<file path="config.mk">
export PLATFORM = sky130hd
export DESIGN_NAME = shift_load_ctrl
export DESIGN_NICKNAME = d
export VERILOG_FILES = /design/src/rtl/shift_load_ctrl.sv
export SDC_FILE = /design/constraint.sdc
export NUM_CORES = 1
export LEC_CHECK = 0
export CORE_UTILIZATION = 48
export DETAILED_ROUTE_END_ITERATION = 16
export GPL_ROUTABILITY_DRIVEN = 0
export PLACE_DENSITY = 0.79
export SYNTH_ARGS = -nofsm -noshare
export SYNTH_HDL_FRONTEND = slang
export SYNTH_SLANG_ARGS = --single-unit
</file>
<file path="constraint.sdc">
create_clock -name clk -period 2 [get_ports clk]
set_clock_uncertainty 0.1 [all_clocks]
set_input_delay 0.4 -clock clk [delete_from_list [all_inputs] [get_ports clk]]
set_output_delay 0.4 -clock clk [all_outputs]
set_load 0.02 [all_outputs]
</file>
<file path="src/rtl/shift_load_ctrl.sv">
// Serialises a parallel word into a DFF shift chain, then captures and returns the chain contents.
// Latency: done_valid WIDTH+1 edges after accept; start is refused while busy, done is held until done_ready.
module shift_load_ctrl #(
  parameter int unsigned WIDTH = 4,
  localparam int unsigned CW = $clog2(WIDTH + 1)
) (
  input  logic             clk,
  input  logic             rst,
  input  logic             start_valid,
  output logic             start_ready,
  input  logic [WIDTH-1:0] din,
  input  logic             dir,
  input  logic             abort,
  output logic             sh_en,
  output logic             s1,
  input  logic [WIDTH-1:0] q_in,
  output logic             done_valid,
  input  logic             done_ready,
  output logic [WIDTH-1:0] dout,
  output logic             busy
);

  typedef enum logic [1:0] {IDLE, SHIFT, SETTLE, DONE} state_t;

  localparam logic [CW-1:0] LAST = CW'(WIDTH - 1);

  state_t           state, state_n;
  logic [CW-1:0]    cnt, cnt_n;
  logic [WIDTH-1:0] shadow, shadow_n;
  logic             dir_q, dir_n;
  logic             sh_en_n, s1_n, done_valid_n;
  logic [WIDTH-1:0] dout_n;
  logic             accept;

  assign start_ready = (state == IDLE) & ~abort;
  assign accept      = start_valid & start_ready;
  assign busy        = (state != IDLE);

  always_ff @(posedge clk or negedge rst) begin
    if (!rst) begin
      state <= IDLE;
    end else begin
      state <= state_n;
    end
  end

  always_comb begin
    state_n = state;
    if (abort && state != IDLE) begin
      state_n = IDLE;
    end else begin
      case (state)
        IDLE:    if (accept) state_n = SHIFT;
        SHIFT:   if (cnt == LAST) state_n = SETTLE;
        SETTLE:  state_n = DONE;
        DONE:    if (done_ready) state_n = IDLE;
        default: state_n = IDLE;
      endcase
    end
  end

  // The shadow word shifts along with s1, so the next bit is always at a fixed position.
  always_comb begin
    cnt_n        = cnt;
    shadow_n     = shadow;
    dir_n        = dir_q;
    sh_en_n      = sh_en;
    s1_n         = s1;
    done_valid_n = done_valid;
    dout_n       = dout;
    if (abort && state != IDLE) begin
      cnt_n        = '0;
      sh_en_n      = 1'b0;
      s1_n         = 1'b0;
      done_valid_n = 1'b0;
    end else begin
      case (state)
        IDLE: begin
          if (accept) begin
            shadow_n = din;
            dir_n    = dir;
            cnt_n    = '0;
            sh_en_n  = 1'b1;
            s1_n     = dir ? din[0] : din[WIDTH-1];
          end
        end
        SHIFT: begin
          if (cnt == LAST) begin
            cnt_n   = '0;
            sh_en_n = 1'b0;
            s1_n    = 1'b0;
          end else begin
            cnt_n    = cnt + CW'(1);
            s1_n     = dir_q ? shadow[1] : shadow[WIDTH-2];
            shadow_n = dir_q ? (shadow >> 1) : (shadow << 1);
          end
        end
        SETTLE: begin
          dout_n       = q_in;
          done_valid_n = 1'b1;
        end
        DONE: begin
          if (done_ready) done_valid_n = 1'b0;
        end
        default: begin
          cnt_n = '0;
        end
      endcase
    end
  end

  always_ff @(posedge clk or negedge rst) begin
    if (!rst) begin
      cnt        <= '0;
      shadow     <= '0;
      dir_q      <= 1'b0;
      sh_en      <= 1'b0;
      s1         <= 1'b0;
      done_valid <= 1'b0;
      dout       <= '0;
    end else begin
      cnt        <= cnt_n;
      shadow     <= shadow_n;
      dir_q      <= dir_n;
      sh_en      <= sh_en_n;
      s1         <= s1_n;
      done_valid <= done_valid_n;
      dout       <= dout_n;
    end
  end

endmodule
</file>
==> reports/summary.txt, run 1 <==
Run status: finished clean
Area Growth Syn to Fin: 31.66%
Xor/xnor share of the synthesized area: 0%
Most used DFF post-synth: dfrtp_1
Number of synthesized flops with an enable pin: 0
Final hold vios: 0
Largest area contributor in the netlist: dfrtp_1
Cell Area, Placed: 1289 sq um
I/O pins: 23
Synth cell count leaders: dfrtp_1, inv_1, mux2_2
Largest net degree at the start of global routing: 18
Fin crit share: 92.90%
Register bit count reported by yosys: 17
Critical path depth: 4
Total congestion overflow: 0
Final antenna diode count: 0
Reg2reg path depth: 7
Critical Path Slowest Stage Cell: dfrtp_1
Post-synthesis mux area share: 16.33%
Die Ht: 47.55 um
H-tree depth reported by CTS: 1
Post-synthesis compound-gate area fraction: 13.82%
Die width: 47.55 um
Worst IR Drop VDD: 0.8200 mV
# setup viols final: 0
Clock sink count: 17
Syn Area/Cell: 9.960 sq um
Final Cell Area: 1311 sq um
PwrDens: 1340 nW/um^2
Sequential share of the synthesized area: 42.71%
Cts hold-fix bufs: 0
Netlist Area Pre-Place: 996.0 sq um
CP bufs+invs: 3
Clock root buffer: clkbuf_4
Yosys cell types: 28
Initial antenna violation count: 0
Core Area: 1962 sq um
Vias per cell: 5.255
Slew margin rel.: 76.51%
First-pass GRT wire length: 3456 um
Post-Layout Cell Count: 157
Detailed Route WL: 2093 um
Clk slew on worst S/H paths: 90 ps
FMAX: 538.2 MHz
Number of buffers added on ports: 22
CTS max path bufs: 2
Initial Utilization: 50.77%
HP Class: input pin to asynchronous set/reset pin
Simple-gate share of the synthesized area: 12.56%
Post-CTS sizing: 2
Final Slew Violations: 0
Share of cells above drive strength 1: 20.77%
Cell family with most CP delay: buffers and inverters
Final min period: 1858 ps
Post-Synth Adder-Cell Area: 7.538%
Post-Syn Nets: 120
Vias in the first global route: 756
Slew at the pin closest to its max-slew limit: 350.1 ps
Post-CTS Setup Bufs: 0
CP max stage delay: 410 ps
Clock latency on the worst-skew pair: 280 ps
Worst Setup End Kind: output pin
Nets: 151
Post-synth ARST share: 100.0%
Initial detailed-routing violation count: 14
RSZ-0062 raised after global routing: false
Hpwl dp: 1670 um
Full die area: 2261 sq um
Post-route DRC: 0
Top cell type's share of synthesized area: 42.71%
Setup TNS: 0 ps
Leakage Power: 0.5901 nW
CTS tree: yes
Antenna viol nets, final: 0
# Max-Cap Violations: 0
CP Launch Type: flop
Placed Instances: 153
Worst EP required: 1500 ps
Via count: 825
Tot GR Track Use: 22.62%
Most common cell on crit path: inv_1
Top-count cell post-synth: dfrtp_1
Drt pass-1 iters: 4
Post-Syn Instances: 100
Critical setup path kind: flop to output pin
Cell Rows: 16
Worst Path Max Fanout: 4
Worst path cell trace: inv_1 -> ha_1 -> inv_1 -> dlygate4sd2_1
Syn. warnings: 0
WL per Instance: 13.33 um
CTS Buf Count: 3
Top cells by area, synth: dfrtp_1, mux2_2, ha_1, mux2i_1, inv_1
Main combinational cell family by area after synthesis: multiplexers
CP arrival: 1360 ps
-- cells in the final DEF, fill, tap and decap left out --
cell type	synthesis	layout
a21oi_1	6	6
mux2i_1	5	5
nand3_1	3	3
nand2_1	4	4
clkdlybuf4s50_1	0	20
nand3b_1	1	1
clkbuf_2	0	1
clkbuf_4	0	3
nand4b_1	2	2
o2bb2ai_1	1	1
ha_1	6	5
o32ai_1	1	1
o21ai_1	1	1
and3_1	1	1
nor2_1	7	7
o221a_2	1	1
mux2_2	10	10
a31oi_1	1	1
ha_2	0	1
dlygate4sd2_1	0	1
clkbuf_1	2	1
nand2b_1	2	2
o311ai_0	1	1
inv_1	11	11
a211oi_2	1	1
nor2b_1	2	2
and2_1	1	1
o21ai_0	8	8
dfrtp_1	17	17
or2_2	1	1
o22ai_1	1	1
buf_4	0	9
-- stage by stage --
stage	worst slack [ps]	utilization [%]	power (mW)	hold slack (ps)
final	142.1	66.84	1.757	329.2
after floorplan	233.0	-	1.219	4.409
after global placement	-51.51	65.69	1.543	365.5
after detailed placement	-70.03	65.69	1.593	375.9
after global routing	32.43	66.84	1.909	341.8
after CTS	29.42	66.90	1.768	327.7
-- per-layer routing --
layer  up-vias  share of wire (%)  track usage (%)
met5         -                  0                0
met4         0               0.67            10.00
met3         2                3.0            4.151
met2        19                 50            36.44
met1       398                 46            29.83
li1        406                  -                -
-- logic make-up (layout without fill, tap and decap cells) --
logic type                 after synthesis  after routing
and+or+nand+nor                         24             24
DFF                                     17             17
buffers and inverters                   16             46
muxes                                   15             15
AOI/OAI and AO/OA                       22             22
adders and majority gates                6              6
-- sequential cells by signal, indices dropped and copies added (netlist names) --
name / cells
shadow: 4
s1: 1
done_valid: 1
state: 2
dout: 4
dir_q: 1
sh_en: 1
cnt: 3
-- power breakdown --
group | switching, mW | leakage [nW] | internal (mW)
Clock | 0.103 | 0.0150 | 0.0775
Combinational | 0.479 | 0.365 | 0.495
Sequential | 0.115 | 0.210 | 0.489
-- cell type report --
type | instances | area [sq um]
fill | 188 | 650.6
multi-input combinational | 67 | 503.0
sequential | 17 | 425.4
timing repair buffer | 31 | 281.5
inverter | 11 | 41.29
tap | 27 | 33.78
clock buffer | 4 | 26.28
-- worst paths after layout --
kind / startpoint / to / slack (ps)
worst max register to register: state[1] / shadow[2] / 150
worst min-delay path: rst / shadow[2] / 330
worst min register to register: cnt[0] / cnt[0] / 380
max in group asynchronous: rst / dout[1] / 1280
min in group clk: cnt[0] / cnt[0] / 380
worst max-delay path: state[1] / busy / 140
(Power assumes the default switching activity.)
==> run 2: changes to the inputs <==
- GPL_TIMING_DRIVEN: default -> 1
==> results of run 2 <==
Same layout as run 1: the final DEF is identical, and so are final timing and power.
==> run 3: changes to the inputs <==
- HOLD_SLACK_MARGIN: default -> 0.08
==> results of run 3 <==
Same layout as run 1: the final DEF is identical, and so are final timing and power.
